**config.mk**
```make
export PLATFORM = sky130hd
export DESIGN_NAME = mem_arbiter_flat
export DESIGN_NICKNAME = d
export VERILOG_FILES = /design/src/rtl/core_pkg.sv /design/src/rtl/mem_arbiter_if.sv /design/src/rtl/arb_prio_sel.sv /design/src/rtl/mem_arbiter.sv /design/src/flat_wrapper.sv
export SDC_FILE = /design/constraint.sdc
export NUM_CORES = 1
export LEC_CHECK = 0
export CAP_MARGIN = 30
export CORE_AREA = 8 8 202 204
export CTS_BUF_LIST = sky130_fd_sc_hd__clkbuf_8
export CTS_CLUSTER_DIAMETER = 120
export DETAILED_ROUTE_END_ITERATION = 10
export DIE_AREA = 0 0 210 212
export PLACE_DENSITY = 0.58
export SLEW_MARGIN = 25
export SYNTH_ARGS = -nofsm -noshare
export SYNTH_HDL_FRONTEND = slang
export SYNTH_SLANG_ARGS = --single-unit
```
**constraint.sdc**
```tcl
create_clock -name clk -period 19.1 [get_ports clk]
set_input_delay 3.82 -clock clk [delete_from_list [all_inputs] [get_ports clk]]
set_output_delay 3.82 -clock clk [all_outputs]
set_load 0.005 [all_outputs]
```
**src/rtl/core_pkg.sv**
```systemverilog
// core_pkg: shared FSM state, owner encoding and default widths for the memory arbiter.
package core_pkg;
  localparam int ADDR_W_DEF = 64;
  localparam int DATA_W_DEF = 64;
  typedef enum logic [1:0] {IDLE, REQ, RESP, DONE} state_t;
  typedef enum logic {OWN_IFU = 1'b0, OWN_LSU = 1'b1} owner_t;
endpackage

```
**src/rtl/mem_arbiter_if.sv**
```systemverilog
// mem_arbiter_if: IFU, LSU and memory-port signals; slave is the arbiter view, master the environment view.
interface mem_arbiter_if import core_pkg::*; #(
  parameter int ADDR_W = ADDR_W_DEF,
  parameter int DATA_W = DATA_W_DEF
);
  logic              ifu_req_valid;
  logic              ifu_req_ready;
  logic [ADDR_W-1:0] ifu_addr;
  logic              ifu_resp_valid;
  logic [DATA_W-1:0] ifu_rdata;
  logic              lsu_req_valid;
  logic              lsu_req_ready;
  logic [ADDR_W-1:0] lsu_addr;
  logic              lsu_wen;
  logic [DATA_W-1:0] lsu_wdata;
  logic [DATA_W/8-1:0] lsu_wmask;
  logic              lsu_resp_valid;
  logic [DATA_W-1:0] lsu_rdata;
  logic              mem_req_valid;
  logic              mem_req_ready;
  logic [ADDR_W-1:0] mem_addr;
  logic              mem_wen;
  logic [DATA_W-1:0] mem_wdata;
  logic [DATA_W/8-1:0] mem_wmask;
  logic              mem_resp_valid;
  logic [DATA_W-1:0] mem_rdata;
  modport slave (
    input  ifu_req_valid, ifu_addr, lsu_req_valid, lsu_addr, lsu_wen, lsu_wdata, lsu_wmask,
           mem_req_ready, mem_resp_valid, mem_rdata,
    output ifu_req_ready, ifu_resp_valid, ifu_rdata, lsu_req_ready, lsu_resp_valid, lsu_rdata,
           mem_req_valid, mem_addr, mem_wen, mem_wdata, mem_wmask
  );
  modport master (
    output ifu_req_valid, ifu_addr, lsu_req_valid, lsu_addr, lsu_wen, lsu_wdata, lsu_wmask,
           mem_req_ready, mem_resp_valid, mem_rdata,
    input  ifu_req_ready, ifu_resp_valid, ifu_rdata, lsu_req_ready, lsu_resp_valid, lsu_rdata,
           mem_req_valid, mem_addr, mem_wen, mem_wdata, mem_wmask
  );
endinterface

```
**src/rtl/arb_prio_sel.sv**
```systemverilog
// arb_prio_sel: LSU-first winner selection, overridden for IFU once the starvation limit is reached.
module arb_prio_sel #(
  parameter int STARVE_LIMIT = 4
) (
  input  logic       ifu_valid_i,
  input  logic       lsu_valid_i,
  input  logic [3:0] starve_cnt_i,
  output logic       grant_ifu_o,
  output logic       grant_lsu_o
);
  logic starved;
  assign starved     = ifu_valid_i && starve_cnt_i == 4'(STARVE_LIMIT);
  assign grant_lsu_o = lsu_valid_i && !starved;
  assign grant_ifu_o = ifu_valid_i && !grant_lsu_o;
endmodule

```
**src/rtl/mem_arbiter.sv**
```systemverilog
// mem_arbiter: shares one memory port between IFU and LSU, one outstanding transaction at a time.
module mem_arbiter import core_pkg::*; #(
  parameter int ADDR_W       = ADDR_W_DEF,
  parameter int DATA_W       = DATA_W_DEF,
  parameter int STARVE_LIMIT = 4
) (
  input  logic          clk,
  input  logic          rst,
  mem_arbiter_if.slave  bus
);
  localparam int MASK_W = DATA_W / 8;
  state_t              state_q, state_d;
  owner_t              owner_q;
  logic [3:0]          starve_q;
  logic [ADDR_W-1:0]   addr_q;
  logic                wen_q;
  logic [DATA_W-1:0]   wdata_q, ifu_data_q, lsu_data_q;
  logic [MASK_W-1:0]   wmask_q;
  logic                grant_ifu, grant_lsu, idle, accept;
  arb_prio_sel #(.STARVE_LIMIT(STARVE_LIMIT)) u_sel (
    .ifu_valid_i (bus.ifu_req_valid),
    .lsu_valid_i (bus.lsu_req_valid),
    .starve_cnt_i(starve_q),
    .grant_ifu_o (grant_ifu),
    .grant_lsu_o (grant_lsu)
  );
  // rst gates the readies so nothing is accepted while reset is held
  assign idle   = state_q == IDLE && !rst;
  assign accept = idle && (grant_ifu || grant_lsu);
  always_comb begin
    state_d = state_q;
    case (state_q)
      IDLE: state_d = accept ? REQ : IDLE;
      REQ:  state_d = bus.mem_req_ready ? RESP : REQ;
      RESP: state_d = bus.mem_resp_valid ? DONE : RESP;
      DONE: state_d = IDLE;
    endcase
  end
  assign bus.ifu_req_ready  = idle && grant_ifu;
  assign bus.lsu_req_ready  = idle && grant_lsu;
  assign bus.mem_req_valid  = state_q == REQ;
  assign bus.mem_addr       = addr_q;
  assign bus.mem_wen        = wen_q;
  assign bus.mem_wdata      = wdata_q;
  assign bus.mem_wmask      = wmask_q;
  assign bus.ifu_resp_valid = state_q == DONE && owner_q == OWN_IFU;
  assign bus.lsu_resp_valid = state_q == DONE && owner_q == OWN_LSU;
  assign bus.ifu_rdata      = ifu_data_q;
  assign bus.lsu_rdata      = lsu_data_q;
  always_ff @(posedge clk or posedge rst) begin
    if (rst) begin
      state_q    <= IDLE;
      owner_q    <= OWN_IFU;
      starve_q   <= '0;
      addr_q     <= '0;
      wen_q      <= 1'b0;
      wdata_q    <= '0;
      wmask_q    <= '0;
      ifu_data_q <= '0;
      lsu_data_q <= '0;
    end else begin
      state_q <= state_d;
      if (accept) begin
        owner_q  <= grant_lsu ? OWN_LSU : OWN_IFU;
        addr_q   <= grant_lsu ? bus.lsu_addr : bus.ifu_addr;
        wen_q    <= grant_lsu && bus.lsu_wen;
        wdata_q  <= grant_lsu ? bus.lsu_wdata : '0;
        wmask_q  <= grant_lsu ? bus.lsu_wmask : '0;
        starve_q <= (grant_lsu && bus.ifu_req_valid) ? starve_q + 4'd1 : 4'd0;
      end
      // each requester keeps its own last response so its rdata holds between its responses
      if (state_q == RESP && bus.mem_resp_valid) begin
        if (owner_q == OWN_LSU) lsu_data_q <= bus.mem_rdata;
        else ifu_data_q <= bus.mem_rdata;
      end
    end
  end
endmodule

```
**src/flat_wrapper.sv**
```systemverilog
// flat-port wrapper written by rule: the top's interface ports become plain ports
module mem_arbiter_flat import core_pkg::*;
#(
  parameter int ADDR_W       = ADDR_W_DEF,
  parameter int DATA_W       = DATA_W_DEF,
  parameter int STARVE_LIMIT = 4
)
  (clk, rst, bus_ifu_req_valid, bus_ifu_addr, bus_lsu_req_valid, bus_lsu_addr, bus_lsu_wen, bus_lsu_wdata, bus_lsu_wmask, bus_mem_req_ready, bus_mem_resp_valid, bus_mem_rdata, bus_ifu_req_ready, bus_ifu_resp_valid, bus_ifu_rdata, bus_lsu_req_ready, bus_lsu_resp_valid, bus_lsu_rdata, bus_mem_req_valid, bus_mem_addr, bus_mem_wen, bus_mem_wdata, bus_mem_wmask);
  mem_arbiter_if #(.ADDR_W(ADDR_W), .DATA_W(DATA_W)) bus_i ();
  input  logic clk;
  input  logic rst;
  input wire logic [$bits(bus_i.ifu_req_valid)-1:0] bus_ifu_req_valid;
  input wire logic [$bits(bus_i.ifu_addr)-1:0] bus_ifu_addr;
  input wire logic [$bits(bus_i.lsu_req_valid)-1:0] bus_lsu_req_valid;
  input wire logic [$bits(bus_i.lsu_addr)-1:0] bus_lsu_addr;
  input wire logic [$bits(bus_i.lsu_wen)-1:0] bus_lsu_wen;
  input wire logic [$bits(bus_i.lsu_wdata)-1:0] bus_lsu_wdata;
  input wire logic [$bits(bus_i.lsu_wmask)-1:0] bus_lsu_wmask;
  input wire logic [$bits(bus_i.mem_req_ready)-1:0] bus_mem_req_ready;
  input wire logic [$bits(bus_i.mem_resp_valid)-1:0] bus_mem_resp_valid;
  input wire logic [$bits(bus_i.mem_rdata)-1:0] bus_mem_rdata;
  output wire logic [$bits(bus_i.ifu_req_ready)-1:0] bus_ifu_req_ready;
  output wire logic [$bits(bus_i.ifu_resp_valid)-1:0] bus_ifu_resp_valid;
  output wire logic [$bits(bus_i.ifu_rdata)-1:0] bus_ifu_rdata;
  output wire logic [$bits(bus_i.lsu_req_ready)-1:0] bus_lsu_req_ready;
  output wire logic [$bits(bus_i.lsu_resp_valid)-1:0] bus_lsu_resp_valid;
  output wire logic [$bits(bus_i.lsu_rdata)-1:0] bus_lsu_rdata;
  output wire logic [$bits(bus_i.mem_req_valid)-1:0] bus_mem_req_valid;
  output wire logic [$bits(bus_i.mem_addr)-1:0] bus_mem_addr;
  output wire logic [$bits(bus_i.mem_wen)-1:0] bus_mem_wen;
  output wire logic [$bits(bus_i.mem_wdata)-1:0] bus_mem_wdata;
  output wire logic [$bits(bus_i.mem_wmask)-1:0] bus_mem_wmask;
  assign bus_i.ifu_req_valid = bus_ifu_req_valid;
  assign bus_i.ifu_addr = bus_ifu_addr;
  assign bus_i.lsu_req_valid = bus_lsu_req_valid;
  assign bus_i.lsu_addr = bus_lsu_addr;
  assign bus_i.lsu_wen = bus_lsu_wen;
  assign bus_i.lsu_wdata = bus_lsu_wdata;
  assign bus_i.lsu_wmask = bus_lsu_wmask;
  assign bus_i.mem_req_ready = bus_mem_req_ready;
  assign bus_i.mem_resp_valid = bus_mem_resp_valid;
  assign bus_i.mem_rdata = bus_mem_rdata;
  assign bus_ifu_req_ready = bus_i.ifu_req_ready;
  assign bus_ifu_resp_valid = bus_i.ifu_resp_valid;
  assign bus_ifu_rdata = bus_i.ifu_rdata;
  assign bus_lsu_req_ready = bus_i.lsu_req_ready;
  assign bus_lsu_resp_valid = bus_i.lsu_resp_valid;
  assign bus_lsu_rdata = bus_i.lsu_rdata;
  assign bus_mem_req_valid = bus_i.mem_req_valid;
  assign bus_mem_addr = bus_i.mem_addr;
  assign bus_mem_wen = bus_i.mem_wen;
  assign bus_mem_wdata = bus_i.mem_wdata;
  assign bus_mem_wmask = bus_i.mem_wmask;
  mem_arbiter #(.ADDR_W(ADDR_W), .DATA_W(DATA_W), .STARVE_LIMIT(STARVE_LIMIT)) u_core (.clk(clk), .rst(rst), .bus(bus_i));
endmodule
```
==> results.txt <==
Hold Path Cell Cnt: 1
Worst R2R Start: u_core.starve_q[0]
Status: complete, no violations
Worst setup EP type: output port
Gr ovfl total: 0
Io pins: 541
Post-cts gate resize count: 0
Overall power: 2.66 mW
Syn Area/Cell: 12.8 um2
Drt drc: 0
PnR worst setup slack: 9.49 ns
Worst Path Required: 15.28 ns
R2R Setup Slk: 16.52 ns
Worst EP arrival: 5.79 ns
Detailed placement HPWL: 29.5 mm
Top FF cell, synth: dfrtp_1
MaxCap Viol Count: 0
Root Driver: clkbuf_8
Reg2reg end: u_core.bus.mem_wdata[37]
Post-Syn Nets: 1,126
Critical path's largest stage delay: 0.66 ns
Reg2reg path depth: 7
Final core utilization: 0.469
Initial antenna violation count: 1
Vias in the first global route: 9,913
Total CTS buffers: 50
CP max stage cell: clkdlybuf4s50_1
Cells after synthesis: 853
Core ar.: 37,900 um2
Setup Fix Bufs, Post-CTS: 0
IO Port Bufs: 540
Post-synth top area cell: dfrtp_1
Final setup viols: 0
Worst Path Max Fanout: 65
Slew Limit Fails: 0
HP Class: reg2reg
Actual slew at the worst max-slew pin: 0.889 ns
Mapped Area: 10,900 um2
Die Area: 44,500 um2
Clk_lat worst skew: 0.61 ns
PwrDens: 149 nW/um2
Fin Setup TNS: 0 ns
RSZ-0062 raised after global routing: false
Synth top area cells: dfrtp_1 (62%), mux2_2 (13%), a22o_1 (5.9%)
Setup slack at placement: 9.47 ns
Fin crit share: 0.503
CTS tree: done
Clock-pin slew on the worst setup and hold paths: 0.05 ns
CTS sink count: 272
Fin crit period: 9.61 ns
Via count: 9,343
Global-route usage over all layers: 0.182
First-pass GRT wire length: 62.6 mm
Peak VDD IR: 0.0581 mV
Layout Nets: 1,652
Sequential fraction of the synthesis area: 0.623
Share of cells above drive strength 1: 0.157
FILL cells: 3,552
Hold Path End: u_core.bus.mem_wdata[62]
Post-synth top area share: 0.623
Delay-heaviest family, CP: buffers and inverters
Worst path bufs/invs: 3
Post-route ant nets: 0
Final Hold Violating Endpoints: 0
Drt via density: 4.83
Final RePlAce weighted congestion: 0.814
Drt wl/cell: 21.7 um
CP startpoint kind: input pin
CP Cell Sequence: clkdlybuf4s50_1 > and4b_2 > buf_4 > nor3_4 > clkdlybuf4s50_1
Yosys warns: 0
Synth async-reset ratio: 1.00
Slew HR: 0.407
Critical path class: in2out
Leak: 7.41 nW
Cts hold-fix bufs: 0
Starting Density: 0.288
Largest net degree at the start of global routing: 172
Hold Startpoint: u_core.bus.mem_wdata[62]
Worst-case clock buffer depth: 3
EDFF count, synth: 0
Die X: 210 um
WHS: 0.496 ns
First-iteration detailed-routing DRC count: 500
Std cell rows: 72
P&R area growth vs syn: 62.9%
H-tree depth: 2
Synth Register Bits: 272
Most frequent CP cell: clkdlybuf4s50_1
Die Ht: 212 um
Achievable Freq: 104 MHz
Synth cell types: 35
Routed WL: 42.1 mm
Pre-antenna DRT Iters: 5
Final Skew: 0.0339 ns
-- cell type report --
class                           count  area [um2]  area share
Sequential cell                   272        6810       0.383
Timing Repair Buffer              555        5590       0.314
Multi-Input combinational cell    493        3720       0.209
Clock buffer                       64         881      0.0495
Tap cell                          518         648      0.0364
Clock inverter                     24        97.6     0.00549
Inverter                            7        33.8     0.00190
Antenna cell                        2        5.00    0.000281
-- power breakdown --
| part | total [mW] | switching (mW) | internal [mW] |
|---|---|---|---|
| sequential | 0.997 | 0.148 | 0.849 |
| combinational | 1.12 | 0.405 | 0.712 |
| clock | 0.542 | 0.244 | 0.298 |
| total | 2.66 | 0.798 | 1.86 |
-- through the flow --
stage                     area (um2)  cells
after floorplan                10900    853
after global placement         16700   1842
after detailed placement       16700   1842
after CTS                      17700   1930
after global routing           17800   1934
final                          17800   1935
-- layer usage --
metal / track usage / part of all wire / up-vias
li1: - / - / 4237
met1: 0.205 / 0.38 / 4608
met2: 0.308 / 0.49 / 429
met3: 0.0722 / 0.10 / 69
met4: 0.0695 / 0.029 / 0
met5: 0 / 0 / -
-- cells by family after synthesis --
logic type,after synthesis,synth area share
compound gates,276,0.161
flops,272,0.623
mux,128,0.132
buf+inv,88,0.0375
fa+ha+maj,2,0.00229
simple gates,87,0.0438
-- worst register-to-register path, delay by kind of cell, from the launching register on --
| family | cells | cell delay, ns |
|---|---|---|
| flops | 1 | 0.37 |
| simple gates | 2 | 0.45 |
| buf+inv | 3 | 1.06 |
| fa+ha+maj | 1 | 0.24 |
| compound gates | 1 | 0.37 |
-- state kept, by name, summed over array words and instances, names as in the netlist, named ones only --
register              count
u_core.bus.mem_wen        1
u_core.bus.mem_wdata     64
u_core.bus.ifu_rdata     64
u_core.bus.mem_addr      64
u_core.owner_q            1
u_core.bus.mem_wmask      8
u_core.bus.lsu_rdata     64
u_core.state_q            1
u_core.starve_q           4
-- cells in the final DEF (no fill, tap or decap), types with 3 or more instances in the layout --
cell type          n
clkdlybuf4s50_1  539
dfrtp_1          272
mux2_2           128
a22o_1            73
a21oi_1           66
o21ai_0           66
nand3_1           65
a31oi_1           64
clkbuf_8          64
inv_1             25
buf_4             11
o311ai_0           3
nand2_1            3
clkinv_2           3
buf_16             3
-- synth_stat cells (all sizes together), types with 3 or more instances --
master  count
o21ai      66
dfrtp     272
mux2      128
buf        40
clkbuf     41
nor3        3
inv         7
o311ai      3
a21oi      66
nor2        3
a31oi      64
a22o       73
nand3      65
nand2       4
-- worst max path at each step --
stage / start / end / slack, ns / cells past startpoint
floorplan: rst / async pin / 7.78 / 1
global placement: bus_ifu_req_valid / bus_lsu_req_ready / 9.49 / 5
detailed placement: bus_ifu_req_valid / bus_lsu_req_ready / 9.47 / 5
CTS: bus_ifu_req_valid / bus_lsu_req_ready / 9.48 / 5
global route: bus_ifu_req_valid / bus_lsu_req_ready / 9.37 / 5
finish: bus_ifu_req_valid / bus_lsu_req_ready / 9.49 / 5
Power figures use the tool's default switching activity.
